File: config.mk
export PLATFORM = sky130hd
export DESIGN_NAME = ext_bus_ctrl
export DESIGN_NICKNAME = d
export VERILOG_FILES = /design/src/rtl/ext_bus_pkg.sv /design/src/rtl/ext_bus_ctrl.sv
export SDC_FILE = /design/constraint.sdc
export NUM_CORES = 1
export LEC_CHECK = 0
export CORE_MARGIN = 2
export CORE_UTILIZATION = 35
export DETAILED_ROUTE_END_ITERATION = 8
export REMOVE_ABC_BUFFERS = 1
export SLEW_MARGIN = 20
export SYNTH_ARGS = -nofsm -noshare
export SYNTH_HDL_FRONTEND = slang
export SYNTH_SLANG_ARGS = --single-unit
File: constraint.sdc
create_clock -name wb_clk_i -period 7.9 [get_ports wb_clk_i]
set_clock_uncertainty 0.2 [all_clocks]
set_input_delay 0.79 -clock wb_clk_i [delete_from_list [all_inputs] [get_ports wb_clk_i]]
set_output_delay 0.79 -clock wb_clk_i [all_outputs]
set_load 0.02 [all_outputs]
File: src/rtl/ext_bus_pkg.sv
// Shared types and helpers for the external memory bus controller.
package ext_bus_pkg;

    typedef enum logic [2:0] {
        IDLE,
        LAT_HI,
        LAT_LO,
        TURN,
        ACCESS,
        RECOVER
    } state_t;

    // Number of external data beats needed to move one 32-bit word.
    function automatic int unsigned beats(input int unsigned bus_w);
        return 32 / bus_w;
    endfunction

    // Right-aligns lane idx (lane_w bits wide) of data; caller truncates.
    function automatic logic [31:0] lane_sel(input logic [31:0] data,
                                             input int unsigned idx,
                                             input int unsigned lane_w);
        return data >> (idx * lane_w);
    endfunction

endpackage

File: src/rtl/ext_bus_ctrl.sv
// External memory bus controller: one 32-bit request becomes latched
// address phases followed by strobed data beats on a multiplexed pad bus.
module ext_bus_ctrl
    import ext_bus_pkg::*;
#(
    parameter int unsigned BUS_W  = 16,
    parameter int unsigned WAIT_W = 4
) (
    input  logic                wb_clk_i,
    input  logic                wb_rst_i,
    input  logic                req_valid,
    output logic                req_ready,
    input  logic                req_we,
    input  logic [31:0]         req_addr,
    input  logic [31:0]         req_wdata,
    input  logic [3:0]          req_be,
    input  logic [WAIT_W-1:0]   wait_cfg,
    output logic                rsp_valid,
    output logic [31:0]         rsp_rdata,
    input  logic [BUS_W-1:0]    bus_in,
    output logic [BUS_W-1:0]    bus_out,
    output logic                bus_oe,
    output logic                bus_dir,
    output logic                le_lo,
    output logic                le_hi,
    output logic                oeb,
    output logic [BUS_W/8-1:0]  web
);

    localparam int unsigned BEATS  = beats(BUS_W);
    localparam int unsigned BE_W   = BUS_W / 8;
    localparam int unsigned SHIFT  = $clog2(BE_W);
    localparam int unsigned BEAT_W = 2;
    localparam logic [BEAT_W-1:0] NONE = BEAT_W'(BEATS);

    state_t             state;
    logic [31:0]        addr_q;
    logic [31:0]        wdata_q;
    logic [3:0]         be_q;
    logic               we_q;
    logic [WAIT_W-1:0]  wait_q;
    logic [WAIT_W-1:0]  cnt;
    logic [BEAT_W-1:0]  beat;
    logic [15:0]        hi_cache;
    logic               hi_valid;
    logic [31:0]        rbuf;

    logic [31:0]        acc_waddr_c;
    logic [31:0]        lat_waddr_c;
    logic [31:0]        cur_waddr_c;
    logic [BEAT_W-1:0]  acc_first_c;
    logic [BEAT_W-1:0]  nxt_beat_c;
    logic               enter_lat_c;
    logic               lat_hi_c;

    // First beat at or after start that needs a bus cycle; NONE if none left.
    function automatic logic [BEAT_W-1:0] first_beat(input logic [3:0]        be,
                                                     input logic              we,
                                                     input logic [BEAT_W-1:0] start);
        logic [BEAT_W-1:0] r;
        logic              found;
        r     = NONE;
        found = 1'b0;
        for (int unsigned k = 0; k < BEATS; k++) begin
            if (!found && BEAT_W'(k) >= start &&
                (!we || BE_W'(lane_sel(32'(be), k, BE_W)) != '0)) begin
                r     = BEAT_W'(k);
                found = 1'b1;
            end
        end
        return r;
    endfunction

    // Beat selection and address-latch decision for acceptance and beat advance.
    always_comb begin
        acc_waddr_c = req_addr >> SHIFT;
        acc_first_c = first_beat(req_be, req_we, '0);
        nxt_beat_c  = first_beat(be_q, we_q, beat + BEAT_W'(1));
        cur_waddr_c = addr_q + 32'(beat);
        if (state == IDLE) begin
            lat_waddr_c = acc_waddr_c + 32'(acc_first_c);
            enter_lat_c = req_valid && (acc_first_c != NONE);
        end else begin
            lat_waddr_c = addr_q + 32'(nxt_beat_c);
            enter_lat_c = (state == RECOVER) && (nxt_beat_c != NONE);
        end
        lat_hi_c = (BUS_W == 16) && (!hi_valid || lat_waddr_c[31:16] != hi_cache);
    end

    // Bus sequencer with registered pad and handshake outputs.
    always_ff @(posedge wb_clk_i or posedge wb_rst_i) begin
        if (wb_rst_i) begin
            state     <= IDLE;
            req_ready <= 1'b1;
            rsp_valid <= 1'b0;
            rsp_rdata <= '0;
            bus_out   <= '0;
            bus_oe    <= 1'b0;
            bus_dir   <= 1'b0;
            le_lo     <= 1'b0;
            le_hi     <= 1'b0;
            oeb       <= 1'b1;
            web       <= '1;
            hi_valid  <= 1'b0;
            hi_cache  <= '0;
            addr_q    <= '0;
            wdata_q   <= '0;
            be_q      <= '0;
            we_q      <= 1'b0;
            wait_q    <= '0;
            cnt       <= '0;
            beat      <= '0;
            rbuf      <= '0;
        end else begin
            rsp_valid <= 1'b0;
            case (state)
                IDLE: begin
                    if (req_valid) begin
                        req_ready <= 1'b0;
                        addr_q    <= acc_waddr_c;
                        wdata_q   <= req_wdata;
                        be_q      <= req_be;
                        we_q      <= req_we;
                        wait_q    <= wait_cfg;
                        if (acc_first_c == NONE) begin
                            // Fully masked write: no bus activity, just complete.
                            state <= RECOVER;
                            beat  <= BEAT_W'(BEATS - 1);
                        end else begin
                            beat  <= acc_first_c;
                        end
                    end
                end
                LAT_HI: begin
                    state   <= LAT_LO;
                    le_hi   <= 1'b0;
                    le_lo   <= 1'b1;
                    bus_out <= BUS_W'(cur_waddr_c);
                end
                LAT_LO: begin
                    le_lo <= 1'b0;
                    le_hi <= 1'b0;
                    cnt   <= wait_q;
                    if (we_q) begin
                        state   <= ACCESS;
                        bus_out <= BUS_W'(lane_sel(wdata_q, beat, BUS_W));
                        web     <= ~BE_W'(lane_sel(32'(be_q), beat, BE_W));
                    end else begin
                        state   <= TURN;
                        bus_oe  <= 1'b0;
                        bus_dir <= 1'b1;
                    end
                end
                TURN: begin
                    state <= ACCESS;
                    oeb   <= 1'b0;
                end
                ACCESS: begin
                    if (cnt == '0) begin
                        state <= RECOVER;
                        oeb   <= 1'b1;
                        web   <= '1;
                        if (!we_q) begin
                            for (int unsigned k = 0; k < BEATS; k++) begin
                                if (beat == BEAT_W'(k)) begin
                                    rbuf[k*BUS_W +: BUS_W] <= bus_in;
                                end
                            end
                        end
                    end else begin
                        cnt <= cnt - WAIT_W'(1);
                    end
                end
                RECOVER: begin
                    if (nxt_beat_c == NONE) begin
                        state     <= IDLE;
                        req_ready <= 1'b1;
                        rsp_valid <= 1'b1;
                        bus_oe    <= 1'b0;
                        bus_dir   <= 1'b0;
                        bus_out   <= '0;
                        if (!we_q) begin
                            rsp_rdata <= rbuf;
                        end
                    end else begin
                        beat <= nxt_beat_c;
                    end
                end
                default: state <= IDLE;
            endcase

            // Address phase entry, shared by acceptance and beat advance.
            if (enter_lat_c) begin
                bus_oe  <= 1'b1;
                bus_dir <= 1'b0;
                if (lat_hi_c) begin
                    state    <= LAT_HI;
                    le_hi    <= 1'b1;
                    bus_out  <= BUS_W'(lat_waddr_c[31:16]);
                    hi_cache <= lat_waddr_c[31:16];
                    hi_valid <= 1'b1;
                end else begin
                    state   <= LAT_LO;
                    le_lo   <= 1'b1;
                    le_hi   <= (BUS_W == 32);
                    bus_out <= BUS_W'(lat_waddr_c);
                end
            end
        end
    end

endmodule

==> flow_summary.json <==
{
  "gp_congestion": 0.9479,
  "place_inst": 1685,
  "crit_path_cell_trace": "buf_4 > inv_1 > ha_1 > a221oi_1 > ha_1 > inv_1 > fa_1 > and4b_1 > nand4_1 > buf_4 > or3_1 > a32oi_1 > a31oi_1 > a2111oi_0 > and4bb_4 > a21o_4 > mux2_1",
  "synthXorXnorAreaFrac_pct": 7.602,
  "worst_slew_pin_slew_ns": 1.137,
  "vias": 9411,
  "routedWlPerCell_um": 19.37,
  "ir_worst_vdd_v": 0.0001827,
  "synth.area.mux_share_pct": 10.06,
  "path_class": "register to register",
  "syn_inst": 1203,
  "endpoint_kind": "register",
  "die_h_um": 181.5,
  "grt_pass1_vias": 9135,
  "drt_wl_total_um": 33260,
  "cts_buffers": 17,
  "avgSynthCellArea_um2": 9.166,
  "yosys.area_share.simple_pct": 23.06,
  "grt_setup_unrepaired": "false",
  "setup_viol": 0,
  "drv_slew": 0,
  "drc": 0,
  "synth_edf_count": 0,
  "ctsResizeCount": 0,
  "max_freq_mhz": 161.2,
  "hold_class": "register to register",
  "finalPower_mw": 5.248,
  "root_buffer": "clkbuf_16",
  "cp_max_fo": 29,
  "grt_first_pass_wirelength_um": 52720,
  "final.setup.tns_ns": 0,
  "slew_headroom_pct": 24.23,
  "coreArea_um2": 30830,
  "hold_viol_final": 0,
  "fin_util_pct": 43.40,
  "ant_nets": 0,
  "n_antenna_cell": 0,
  "mostFrequentLayoutCells": "269 x nand2_1, 183 x dfrtp_1, 147 x clkdlybuf4s50_1, 69 x nor2_1, 68 x mux2_2",
  "ioPinCount": 149,
  "htreeDepth": 4,
  "routed_via_density": 5.481,
  "initial_core_util_pct": 35.77,
  "synth_fa_ha_area_share_pct": 1.679,
  "grt_max_degree": 76,
  "powerDensity_nw_per_um2": 392.2,
  "startpoint_type": "register",
  "groute.usage.overall_pct": 20.47,
  "final_area_um2": 13380,
  "synth_top_area_cell": "dfrtp_1",
  "final_common_cell": "nand2_1",
  "required_ns": 8.02,
  "ys_ff_latch": 187,
  "seq_area_frac_synth_pct": 42.48,
  "status": "complete, no violations",
  "final.min_clock_period_ns": 6.203,
  "cts_hold_buf": 0,
  "gr-total-overflow": 0,
  "ys_warn_count": 0,
  "cpPeakStageDelay_ns": 0.57,
  "netlist_area_um2": 11030,
  "portBuffers": 147,
  "drt_iter0_markers": 795,
  "period_share_pct": 78.51,
  "nNetsFinal": 1413,
  "cts.reportedPaths.clkPinSlew_ns": 0.08,
  "dpl_cell_area_um2": 12790,
  "dp_hpwl_um": 24280,
  "clock_sinks": 187,
  "synth-compound-area-share_pct": 10.94,
  "final.fill_count": 3015,
  "areaGrowthSynthToFinish_pct": 21.34,
  "synth_top_cell_area_share_pct": 41.53,
  "p_leak_nw": 5.671,
  "maxCapViolations": 0,
  "yosys-top-cells-area": "dfrtp_1 42%, nand2_1 9.2%, mux2_2 6.9%",
  "regArea_um2": 4684,
  "path_buf_inv": 4,
  "ys_types": 80,
  "dieArea_um2": 32940,
  "cts_setup_buffers": 0,
  "cp_slowest_cell": "and4bb_4",
  "arrival_ns": 6.32,
  "multi_input_area_um2": 5901,
  "antenna_found_initial": 0,
  "first_pass_iters": 5,
  "cts_tree": "done",
  "synth_top_family_by_area": "simple AND/OR/NAND/NOR gates",
  "synth_ff_type": "dfrtp_1",
  "drive_gt1_share_pct": 11.81,
  "row_count": 64,
  "fp.dieW_um": 181.5,
  "synth-async-reset-ratio_pct": 100.0,
  "insertion_delay_ns": 0.44,
  "crit_family": "compound AO/OA/AOI/OAI gates",
  "final-instance-count-excl-fill": 1717,
  "clock_path_buffers": 2
}
cell type report:
class,instances,area share [%]
Clock buffer,17,3.179
Clock inverter,15,1.262
Inverter,29,0.8509
Multi-Input combinational cell,910,44.10
Sequential cell,187,35.01
Tap cell,396,3.703
Timing Repair Buffer,163,11.89
cells in the mapped netlist (6+ instances only):
master and count:
a211oi_1 10, a21oi_1 30, a22oi_1 10, a31oi_1 7, and2_1 10, and3_1 22
and4_1 14, buf_1 11, buf_2 6, clkbuf_1 53, dfrtp_1 183, ha_1 10
inv_1 29, mux2_2 68, mux2i_1 31, nand2_1 270, nand2b_1 10, nand3_1 31
nand4_1 36, nor2_1 69, nor2b_1 6, nor3_1 22, nor4_1 12, o2111ai_1 6
o211ai_1 6, o211ai_2 7, o21ai_0 31, o22ai_1 18, xnor2_1 51, xor2_1 37
report_power, final:
part / total [mW] / switching (mW) / internal (mW) / leakage, nW
registers: 1.87 / 0.449 / 1.42 / 2.26
logic: 2.51 / 1.40 / 1.11 / 3.11
clock network: 0.864 / 0.436 / 0.428 / 0.293
total: 5.25 / 2.28 / 2.96 / 5.67
cell families (layout without fill, tap and decap cells):
kind of cell / Yosys count / in the layout
xor+xnor: 91 / 91
mux: 102 / 102
compound gates: 170 / 170
buf+inv: 106 / 224
simple gates: 534 / 534
flops: 187 / 187
fa+ha+maj: 13 / 13
registers in the layout (all words and copies together), names as in the netlist:
register and cells:
we_q 1, rsp_valid 1, hi_cache 16, web 2, rsp_rdata 32, oeb 1, bus_oe 1, state 3
wait_q 4, bus_out 16, cnt 4, addr_q 31, rbuf 32, hi_valid 1, bus_dir 1, be_q 4
wdata_q 32, beat 2, le_lo 1, req_ready 1, le_hi 1
worst reg2reg max path: stages (launching register included):
cell and delay, ns:
dfrtp_1 0.41, buf_4 0.35, inv_1 0.12, ha_1 0.31
a221oi_1 0.42, ha_1 0.28, inv_1 0.06, fa_1 0.45
and4b_1 0.36, nand4_1 0.11, buf_4 0.21, or3_1 0.43
a32oi_1 0.24, a31oi_1 0.13, a2111oi_0 0.54, and4bb_4 0.57
a21o_4 0.52, mux2_1 0.39
layer usage:
layer	wire length, µm	part of all wire, %	track usage [%]	vias up
li1	-	-	-	4439
met1	15150	46	28.68	4572
met2	15290	46	32.34	355
met3	2074	6.2	3.831	45
met4	735	2.2	5.756	0
met5	0	0	0	-
through the flow:
stage / hold WS [ns] / setup WS [ns]
floorplan: 0.2350 / 0.4832
global placement: 0.2592 / 1.845
detailed placement: 0.2615 / 1.778
CTS: 0.2814 / 1.810
global route: 0.3027 / 1.411
finish: 0.2765 / 1.697
final timing paths:
| kind | from | end | slack (ns) | cells past startpoint |
|---|---|---|---|---|
| min in group asynchronous | wb_rst_i | rbuf[22] | 0.53 | 2 |
| max in group asynchronous | wb_rst_i | addr_q[6] | 5.66 | 3 |
| setup / recovery | beat[0] | hi_cache[14] | 1.70 | 17 |
| hold / removal | wdata_q[23] | wdata_q[23] | 0.28 | 2 |
| hold reg to reg | wdata_q[23] | wdata_q[23] | 0.28 | 2 |
| setup reg to reg | beat[0] | hi_cache[14] | 1.70 | 17 |
(Power assumes the default switching activity.)
==> edit (same settings) <==
`BUS_W`: 16 -> 8.
--- a/src/rtl/ext_bus_ctrl.sv
+++ b/src/rtl/ext_bus_ctrl.sv
@@ -4,5 +4,5 @@
     import ext_bus_pkg::*;
 #(
-    parameter int unsigned BUS_W  = 16,
+    parameter int unsigned BUS_W  = 8,
     parameter int unsigned WAIT_W = 4
 ) (
Ports: changed (resized bus_in, bus_out and web); port bits go from 149 to 132. No check against the original RTL was run, so the function may have changed too.
==> edit against the original RTL <==
  * Total power shrank 33%
  * Final area shrank 38%
  * Count of clock-buffer cells in the layout grew 1
  * Fmax grew 62%
  * Synthesized area shrank 42%
  * Sequential cell count shrank 50
  * Worst setup slack gained 2.4 ns
  * Synthesized cell count shrank 58%
  * Final cell count shrank 50%
  * Routed wire length shrank 58%
  * Largest power group unchanged
==> edit: results <==
export IMPL_multi_input_area_share=0.340
export IMPL_synth_common_cells="134 x dfrtp_1, 111 x mux2_2, 37 x nand2_1"
export IMPL_grt_first_pass_wirelength_mm=23.1
export IMPL_clk_pin_slew_ns=0.06
export IMPL_fillCellCount=1619
export IMPL_ctsResizeCount=0
export IMPL_worstHoldPathCells=1
export IMPL_cpPeakStageDelay_ns=0.87
export IMPL_rr_worst_depth=12
export IMPL_outcome="finished clean"
export IMPL_ys_types=50
export IMPL_nNonClkBuffers=111
export IMPL_n_clock_buffer=18
export IMPL_insertion_delay_ns=0.43
export IMPL_met3_usage=0.0482
export IMPL_yosys_top_cells_area="dfrtp_1 52%, mux2_2 19%, mux4_2 3.2%"
export IMPL_cp_slowest_cell="dfrtp_1"
export IMPL_critPathMaxFanout=14
export IMPL_vias_per_cell=5.01
export IMPL_grt_use_total=0.152
export IMPL_tightest_slew_ns=0.903
export IMPL_dr_pass1_iters=4
export IMPL_drtIter0Drc=134
export IMPL_r2r_end="bus_out[6]$_DFFE_PP0P_"
export IMPL_finalWirelength_mm=14.0
export IMPL_inv_count=16
export IMPL_io_buffers=106
export IMPL_globalRouteMet1Util=0.200
export IMPL_comb_multi_input_count=329
export IMPL_ys_warn_count=0
export IMPL_htreeDepth=4
export IMPL_synth_top_area_cell="dfrtp_1"
export IMPL_largestClassByArea="registers"
export IMPL_reg_largest_list="rbuf x32, rsp_rdata x32, wdata_q x32"
export IMPL_grt_pass1_vias=4372
export IMPL_nonClkBufAreaFrac=0.132
export IMPL_vdd_drop_max_uv=172
export IMPL_grtUsageMet2=0.241
export IMPL_clock_sinks=137
export IMPL_clk_share=0.0721
export IMPL_min_path_type="flop to flop"
export IMPL_p_leak_uw=0.00350
export IMPL_seq_area_frac=0.413
export IMPL_critPathArrivalTime_ns=3.94
export IMPL_drive_gt1_frac=0.277
export IMPL_hold_path_end="bus_oe$_DFFE_PP0P_"
export IMPL_worstHoldStart="bus_oe$_DFFE_PP0P_"
export IMPL_crit_path_end_kind="flop"
export IMPL_yosysSeqAreaShare=0.534
export IMPL_gp_congestion=0.828
export IMPL_rrSetupSlack_ns=4.08
export IMPL_hpwl_mm=9.99
export IMPL_fin_nets=711
## edit: cell count changes in the layout (fill, tap and decap cells not counted), moves of 16 or more
| cell | unedited run | this run |
|---|---|---|
| o22ai_1 | 18 | 2 |
| mux2_2 | 68 | 111 |
| xor2_1 | 37 | 2 |
| and3_1 | 22 | 4 |
| nand2_1 | 269 | 37 |
| dfrtp_1 | 183 | 134 |
| nand4_1 | 36 | 1 |
| xnor2_1 | 51 | 15 |
| clkdlybuf4s50_1 | 147 | 106 |
| nor2_1 | 69 | 22 |
| nand3_1 | 31 | 4 |
| mux2i_1 | 31 | 11 |
## edit: power breakdown
group	internal, uW	switching (uW)	total [uW]
clock	498	314	812
combinational	760	655	1420
sequential	1040	242	1280
total	2300	1210	3510
## edit: cells by family (layout without fill, tap and decap cells)
kind of cell,after synthesis,count (layout),synth area share
XOR/XNOR,17,17,0.0231
multiplexers,133,133,0.247
AND/OR/NAND/NOR,100,100,0.0770
other,1,1,0.000583
adder cells (fa/ha/maj),15,15,0.0327
AO/OA/AOI/OAI,63,63,0.0589
flip-flops,137,137,0.534
buffers and inverters,38,158,0.0270
## edit: critical path, delay by kind of cell, from the launching register on
family          cells  cell delay [ns]
mux                 1             0.19
flops               1             0.87
buf+inv             2             0.25
compound gates      5             0.95
fa+ha+maj           3             1.02
simple gates        1             0.22
## edit: per-stage QoR
stage	cell area, um^2	instances	hold slack (ns)	setup WS, ns	util
floorplan	6320	482	0.259	3.25	-
global placement	7710	822	0.267	4.10	0.428
detailed placement	7710	822	0.273	4.07	0.428
CTS	8310	853	0.286	3.99	0.461
global route	8310	853	0.304	3.74	0.461
finish	8310	853	0.283	4.08	0.461
## edit: per-layer routing
layer  vias up  share of wire
met3        17          0.049
met2        93           0.48
met5         -              0
met1      2173           0.45
met4         0          0.016
li1       1993              -
